===== src/rtl/motor_cmd_decoder.sv =====
// Motor command decoder: takes completed SPI words, decodes the command byte,
// updates per-motor PWM period registers and builds the SPI response word.
module motor_cmd_decoder #(
  parameter int DATA_W       = 32,
  parameter int N_MOTORS     = 24,
  parameter int PWM_W        = 11,
  parameter int PERIOD_RESET = 1
) (
  input  logic                      clk,
  input  logic                      reset,
  input  logic [DATA_W-1:0]         spi_word,
  input  logic                      spi_ready,
  input  logic [7:0]                enc_count,
  input  logic                      enc_dir,
  output logic [N_MOTORS*PWM_W-1:0] motor_periods,
  output logic [PWM_W-1:0]          led_period,
  output logic [DATA_W-1:0]         resp_word,
  output logic                      busy,
  output logic                      cmd_done,
  output logic                      cmd_err
);

  typedef enum logic [1:0] {IDLE, CAPTURE, EXEC} state_e;

  localparam logic [PWM_W-1:0] PRST = PWM_W'(PERIOD_RESET);

  state_e              state_q;
  logic [2:0]          sync_q;
  logic [DATA_W-1:0]   word_q;       // snapshot of spi_word while it is still stable
  logic [DATA_W-1:0]   stage_q;      // word handed from IDLE to CAPTURE
  logic [DATA_W-1:0]   pend_word_q;  // word of the queued (pending) command
  logic [DATA_W-1:0]   cmd_q;        // command being executed
  logic                pending_q;
  logic                from_pend_q;
  logic [PWM_W-1:0]    per_q [N_MOTORS];
  logic [PWM_W-1:0]    led_q;
  logic [DATA_W-1:0]   resp_q;
  logic                done_q, err_q;

  logic                early_rise, evt;
  logic [7:0]          cmd_d, sel_d, addr_d;
  logic [PWM_W-1:0]    per_d;

  // sync_q[1] is the synchronized ready; sync_q[0] rising is used only to
  // qualify the data snapshot, because the SPI word may be replaced by the
  // next transfer before the fully synchronized edge is seen.
  assign early_rise = sync_q[0] & ~sync_q[1];
  assign evt        = sync_q[1] & ~sync_q[2];

  // Field decode of the executing command; a zero period is clamped to 1.
  always_comb begin
    cmd_d  = cmd_q[31:24];
    addr_d = cmd_q[23:16];
    sel_d  = cmd_q[18:11];
    per_d  = cmd_q[PWM_W-1:0];
    if (per_d == '0) per_d = PWM_W'(1);
  end

  // Synchronizer chain and word snapshot.
  always_ff @(posedge clk or negedge reset) begin
    if (!reset) begin
      sync_q <= '0;
      word_q <= '0;
    end else begin
      sync_q <= {sync_q[1:0], spi_ready};
      if (early_rise) word_q <= spi_word;
    end
  end

  // Command FSM with pending slot, register file and registered pulses.
  // The pending slot stays occupied until its word has been captured, so an
  // event arriving before that point has nowhere to go and is dropped.
  always_ff @(posedge clk or negedge reset) begin
    if (!reset) begin
      state_q     <= IDLE;
      pending_q   <= 1'b0;
      from_pend_q <= 1'b0;
      stage_q     <= '0;
      pend_word_q <= '0;
      cmd_q       <= '0;
      led_q       <= PRST;
      resp_q      <= '0;
      done_q      <= 1'b0;
      err_q       <= 1'b0;
      for (int k = 0; k < N_MOTORS; k++) per_q[k] <= PRST;
    end else begin
      done_q <= 1'b0;
      err_q  <= 1'b0;
      if (evt && pending_q) err_q <= 1'b1;
      if (evt && !pending_q && state_q != IDLE) begin
        pending_q   <= 1'b1;
        pend_word_q <= word_q;
      end
      case (state_q)
        IDLE: begin
          if (pending_q) begin
            from_pend_q <= 1'b1;
            state_q     <= CAPTURE;
          end else if (evt) begin
            from_pend_q <= 1'b0;
            stage_q     <= word_q;
            state_q     <= CAPTURE;
          end
        end
        CAPTURE: begin
          cmd_q <= from_pend_q ? pend_word_q : stage_q;
          if (from_pend_q) pending_q <= 1'b0;
          state_q <= EXEC;
        end
        EXEC: begin
          case (cmd_d)
            8'h00: begin
              if (int'(sel_d) < N_MOTORS) begin
                for (int k = 0; k < N_MOTORS; k++)
                  if (sel_d == 8'(k)) per_q[k] <= per_d;
                led_q  <= per_d;
                done_q <= 1'b1;
              end else begin
                err_q <= 1'b1;
              end
            end
            8'h01: begin
              if (addr_d == 8'h00) begin
                resp_q <= DATA_W'({enc_dir, enc_count});
                done_q <= 1'b1;
              end else begin
                resp_q <= '0;
                err_q  <= 1'b1;
              end
            end
            default: err_q <= 1'b1;
          endcase
          state_q <= IDLE;
        end
        default: state_q <= IDLE;
      endcase
    end
  end

  for (genvar k = 0; k < N_MOTORS; k++) begin : g_flat
    assign motor_periods[k*PWM_W +: PWM_W] = per_q[k];
  end

  assign led_period = led_q;
  assign resp_word  = resp_q;
  assign busy       = (state_q != IDLE);
  assign cmd_done   = done_q;
  assign cmd_err    = err_q;

endmodule


===== config.mk =====
export PLATFORM = sky130hd
export DESIGN_NAME = motor_cmd_decoder
export DESIGN_NICKNAME = d
export VERILOG_FILES = /design/src/rtl/motor_cmd_decoder.sv
export SDC_FILE = /design/constraint.sdc
export NUM_CORES = 1
export LEC_CHECK = 0
export ABC_AREA = 1
export CAP_MARGIN = 20
export CORE_MARGIN = 5
export CORE_UTILIZATION = 27
export DETAILED_ROUTE_END_ITERATION = 10
export MAX_ROUTING_LAYER = met4
export SLEW_MARGIN = 15
export SYNTH_ARGS = -nofsm -noshare
export SYNTH_HDL_FRONTEND = slang
export SYNTH_SLANG_ARGS = --single-unit

===== constraint.sdc =====
create_clock -name clk -period 2.73 [get_ports clk]
set_input_delay 0.6825 -clock clk [delete_from_list [all_inputs] [get_ports clk]]
set_output_delay 0.6825 -clock clk [all_outputs]
set_load 0.02 [all_outputs]

==> results of run 1 <==
## sequential cells by signal, summed over array words and instances, names as in the netlist
register / count
led_period: 11
sync_q: 3
cmd_q: 32
pend_word_q: 32
from_pend_q: 1
cmd_done: 1
motor_periods: 264
stage_q: 32
state_q: 2
cmd_err: 1
word_q: 32
pending_q: 1
resp_word: 9
## through the flow
| step | power [mW] | area, um^2 |
|---|---|---|
| 6_report | 18.8 | 23500 |
| 5_1_grt | 19.7 | 23500 |
| 4_1_cts | 19.0 | 23500 |
| 3_5_place_dp | 12.2 | 21900 |
| 3_3_place_gp | 12.1 | 21900 |
| 2_1_floorplan | 10.3 | 17900 |
## layout make-up
cell class	instances	area (um^2)	share of cell area, %
multi-input cells	1335	6090	25.9
clock inverters	15	223	0.946
well taps	864	1080	4.59
inverters	76	293	1.24
repair buffers	387	3860	16.4
flip-flops and latches	421	10600	44.9
clock buffers	70	1410	6.01
## kinds of logic after synthesis
family | Yosys count
simple gates | 1142
compound gates | 170
other cells | 1
flops | 421
buf+inv | 276
## power breakdown
part	switching, mW	internal (mW)	leakage [nW]
clock	2.61	4.05	0.809
sequential	0.437	7.08	5.46
combinational	3.53	1.05	4.92
## worst register-to-register path: cells and delay by family, from the launching register on
family / cells / cell delay (ps)
buffers and inverters: 1 / 410
flip-flops: 1 / 380
AND/OR/NAND/NOR: 6 / 1430
## layout by cell type (no fill, tap or decap), types with 2 or more instances in the layout
cell type	Yosys	layout
a31oi_1	13	13
buf_4	33	47
clkdlybuf4s50_1	0	329
clkinv_4	0	2
inv_2	3	3
nand3_1	21	21
clkinv_2	0	6
nand2_1	720	717
buf_12	0	10
o22ai_1	19	19
a21oi_1	34	34
dfrtp_1	396	387
nor2_4	13	14
conb_1	1	23
bufinv_16	0	5
nand3_2	9	9
clkbuf_8	0	13
clkbuf_16	0	48
nand4_1	246	246
dfstp_2	25	25
dfrtp_2	0	9
inv_1	72	72
nor2_1	128	127
o21ai_1	15	15
nand2_2	1	4
clkbuf_1	69	9
o21ai_0	88	88
## worst paths after layout
kind                                      end  slack (ps)  cells after the start
hold reg to reg                     sync_q[2]         380                      0
max in group asynchronous       led_period[0]        1750                      2
min in group clk                    sync_q[2]         380                      0
hold / removal             motor_periods[237]         100                      1
setup reg to reg            motor_periods[35]         400                      7
setup / recovery                         busy         190                      3
## metal layers
| layer | wire (um) | global-route usage [%] | up-vias |
|---|---|---|---|
| li1 | - | - | 7075 |
| met1 | 27600 | 23.6 | 7427 |
| met2 | 29400 | 27.1 | 533 |
| met3 | 3570 | 2.62 | 95 |
| met4 | 1360 | 4.28 | 0 |
| met5 | 0 | - | - |
==> metrics, run 1 <==
status=complete, no violations; MaxCap Viol Count=0; Critical Path Source Type=flip-flop; number of enable flip-flop cells after synthesis=0; Top delay family on crit path=buffers and inverters; Mapped Area=0.0179 mm^2; Clock Latency Late Sink=570 ps; Worst Path Arrival=1860 ps; postcts setup bufs=0; crit path kind=reg2out; core area=0.0657 mm^2; Die Y=267 um; Sink Count=421; TritonCTS Buffers=47; Post-DP HPWL=41.0 mm; final setup TNS=0 ps; die width=267 um; routability cong.=0.817; post-synthesis adder-cell area fraction=0%; dpl ws=398 ps; Root Driver=clkbuf_16; cell count after synthesis=2,010; dominant synthesized flop cell=dfrtp_1; Worst Clk Skew=15.7 ps; final hold violation count=0; hold buffer count at cts=0; input/output buffers=330; period utilisation layout=93.0%; Slew Limit Headroom=50.3%; Layout area overhead=31.8%; Die Area=0.0714 mm^2; slowest CP cell=clkdlybuf4s50_1; Yosys cell types=29; utilization after layout=35.8%; first-pass GRT wire length=92.9 mm; CTS H-tree depth=2; antenna cells=0; Worst path max stage delay=570 ps; flops & latches, synth=421; CP max FO=4; largest cells by area after synthesis=dfrtp_1 55%, nand2_1 15%, nand4_1 8.6%; critical path required time=2050 ps; commonest cells in the netlist=720 x nand2_1, 396 x dfrtp_1, 246 x nand4_1; WL/cell=19.6 um; vias=15,100; RR Startpoint=cmd_q[27]; post-route ant nets=0; gr ovfl total=0; FP Rows=94; I/O pins=354; Iter 0 DRT Violations=1,235; Max Slew Vio Count=0; CTS tree=done; RSZ-0062 raised after global routing=no; Non-Filler Instances=3,168; Yosys warning count=0; gr usage total=17.2%; cell taking the most area after synthesis=dfrtp_1; number of global-route vias before repair=14,700; CP cell instances=nor2_1 -> inv_1 -> clkdlybuf4s50_1; Final Worst Setup Slack=191 ps; largest net degree at the start of global routing=105; Pwr per Cell Area=797 mW/mm^2; Worst Setup End Kind=output port; drt drc=0; hold_ws=99.2 ps; post-synthesis mux area share=0%; time the worst path needs with I/O delays and setup=2540 ps; measured slew at the worst slew-check pin=743 ps; vias per cell=4.78; drt first pass iters=5; Initial Utilization=27.2%; post-synthesis compound-gate area fraction=5.00%; largest family of logic cells by synthesized area=simple AND/OR/NAND/NOR gates; post-synth top area share=55.5%; Leak=11.2 nW; final wirelength=62.0 mm; Synth async-reset ratio=100%; clk slew on worst S/H paths=60 ps; initial antenna violation count=0; post_cts resized=0; Max Clk Rate=0.394 GHz; placed insts=3,083; sequential share of the synthesized area=59.2%; cell with the most instances after synthesis=nand2_1; Worst Hold Class=in2async; Synth Area in Simple Gates=28.6%; Peak VDD IR=445 uV; worst-case clock buffer depth=3; syn_area_per_cell=8.89 um^2; final-report setup violation count=0; Layout Nets=2,312; Setup crit start=state_q[1]; share of cells above drive strength 1=8.77%; Synth Area in XOR/XNOR=0%; CP Buf/Inv Count=2; filler cell count=6,565
No activity file was read; power rests on OpenSTA's default activity.
==> inputs of run 2 (changes only) <==
--- a/config.mk
+++ b/config.mk
@@ -10,7 +10,6 @@
 export CORE_MARGIN = 5
 export CORE_UTILIZATION = 27
 export DETAILED_ROUTE_END_ITERATION = 10
-export MAX_ROUTING_LAYER = met4
 export SLEW_MARGIN = 15
 export SYNTH_ARGS = -nofsm -noshare
 export SYNTH_HDL_FRONTEND = slang
==> constraint.sdc (replaced) <==
create_clock -name clk -period 2.67 [get_ports clk]
set_input_delay 0.6675 -clock clk [delete_from_list [all_inputs] [get_ports clk]]
set_output_delay 0.6675 -clock clk [all_outputs]
set_load 0.02 [all_outputs]
==> metrics, run 2 (same netlist as run 1, synthesis figures left out) <==
P_sw=6.75 mW (was 6.58 mW); Slew Limit Headroom=39.3% (was 50.3%); worst-case reg-to-reg path depth=7 (unchanged); gr ovfl total=0 (unchanged); die width=267 um (unchanged); Die Y=267 um (unchanged); period utilisation layout=94.0%; Clock Latency Late Sink=570 ps (about the same); CTS H-tree depth=2 (unchanged); final-report setup violation count=0 (unchanged); Leak=11.3 nW (was 11.2 nW); post-route ant nets=0 (unchanged); Initial Utilization=27.2% (unchanged); internal power=12.3 mW (was 12.2 mW); routability cong.=0.849 (was 0.817); Pwr per Cell Area=803 mW/mm^2 (was 797 mW/mm^2); crit path kind=reg2out (unchanged); commonest non-fill, non-tap cells in the layout=717 x nand2_1, 387 x dfrtp_1, 329 x clkdlybuf4s50_1 (unchanged); RR Startpoint=cmd_q[27] (unchanged); vias=15,400 (was 15,100); Worst Hold Class=in2async (unchanged); I/O pins=354 (unchanged); dpl ws=550 ps (was 398 ps); Reg-to-Reg End=motor_periods[243] (was motor_periods[35]); max reg flops=264 (unchanged); number of global-route vias before repair=15,100 (was 14,700); drt first pass iters=5 (unchanged); Worst Clk Skew=24.4 ps (was 15.7 ps); antenna cells=0 (unchanged); worst reg-to-reg setup slack=570 ps (was 400 ps); share of cells above drive strength 1=9.54% (was 8.77%); drt drc=0 (unchanged); critical path required time=2000 ps (was 2050 ps); sequential power share=40.5% (was 40.0%); WL/cell=19.7 um (was 19.6 um); Comb pwr share=25.1% (was 24.4%); final setup TNS=0 ps (unchanged); Worst Path Arrival=1840 ps (was 1860 ps); initial antenna violation count=0 (unchanged); Peak VDD IR=402 uV (was 445 uV); DP Area=0.0221 mm^2 (was 0.0219 mm^2); Worst Setup End Kind=output port (unchanged); Layout Nets=2,335 (was 2,312); Sw Share=35.5% (was 35.1%); CP max FO=4 (unchanged); gr usage total=16.9% (was 17.2%); final wirelength=62.7 mm (was 62.0 mm); MaxCap Viol Count=0 (unchanged); commonest non-fill, non-tap cell in the layout=nand2_1 (unchanged); Final Worst Setup Slack=161 ps (was 191 ps); input/output buffers=330 (unchanged); time the worst path needs with I/O delays and setup=2510 ps; postcts setup bufs=0 (unchanged); Final Cell Area=0.0237 mm^2 (was 0.0235 mm^2); worst-case clock buffer depth=3 (unchanged); post_cts resized=0 (unchanged); first-pass GRT wire length=93.6 mm (was 92.9 mm); Root Driver=clkbuf_16 (unchanged); largest net degree at the start of global routing=79 (was 105); hold buffer count at cts=0 (unchanged); status=complete, no violations (unchanged); vias per cell=4.83 (was 4.78); CTS tree=done (unchanged); measured slew at the worst slew-check pin=911 ps (was 743 ps); Post-DP HPWL=42.3 mm (was 41.0 mm); Max Slew Vio Count=0 (unchanged); FP Rows=94 (unchanged); RSZ-0062 raised after global routing=no (unchanged); core area=0.0657 mm^2 (unchanged); Layout area overhead=32.5% (was 31.8%); clock share of power=34.4% (was 35.5%); Critical Path Source Type=flip-flop (unchanged); clk slew on worst S/H paths=60 ps (about the same); final hold violation count=0 (unchanged); Die Area=0.0714 mm^2 (unchanged); Sink Count=421 (unchanged); Iter 0 DRT Violations=1,370 (was 1,235); TritonCTS Buffers=47 (unchanged); Max Clk Rate=0.399 GHz
==> run 2: final cells by class <==
class                   instances  area, um^2
repair buffers                410        4070
inverters                      76         293
well taps                     864        1080
flip-flops and latches        421       10600
multi-input cells            1335        6090
clock inverters                13         161
clock buffers                  71        1400
fillers                      6595       42100
==> run 2: how the worst max path moves through the flow <==
stage	slack [ps]	cells after the start	startpoint	endpoint
finish	160	3	state_q[1]	busy
global route	90	3	state_q[1]	busy
CTS	110	3	state_q[1]	busy
detailed placement	550	7	cmd_q[18]	motor_periods[8]
global placement	560	7	cmd_q[18]	motor_periods[7]
floorplan	1210	8	cmd_q[18]	motor_periods[56]
==> run 2: routing by layer <==
layer  share of wire (%)  global-route usage [%]  vias up
met5                   0                       0        -
met4                 3.5                    5.74        0
met2                  47                    27.7      614
li1                    -                       -     7131
met1                  42                    22.7     7551
met3                 6.8                    2.95      121
==> run 2: power groups by stage <==
stage                     logic (mW)  clock network [mW]  registers (mW)
after floorplan                 2.87                   0            7.70
after global placement          4.69                   0            7.76
after detailed placement        4.78                   0            7.79
after CTS                       4.79                6.70            7.69
after global routing            5.24                6.96            7.79
final                           4.77                6.55            7.70
==> run 2: stage by stage <==
step	utilization (%)	cells	hold WS (ps)	total power, mW
finish	36.0	3190	84.0	19.0
global route	36.0	3190	185	20.0
CTS	36.0	3190	167	19.2
detailed placement	33.6	3106	372	12.6
global placement	33.6	3106	362	12.4
floorplan	-	2032	354	10.6
==> run 2: critical path: stages (launching register included) <==
cell and delay [ps]:
dfrtp_1 420, nor2_1 190, inv_1 120, clkdlybuf4s50_1 570
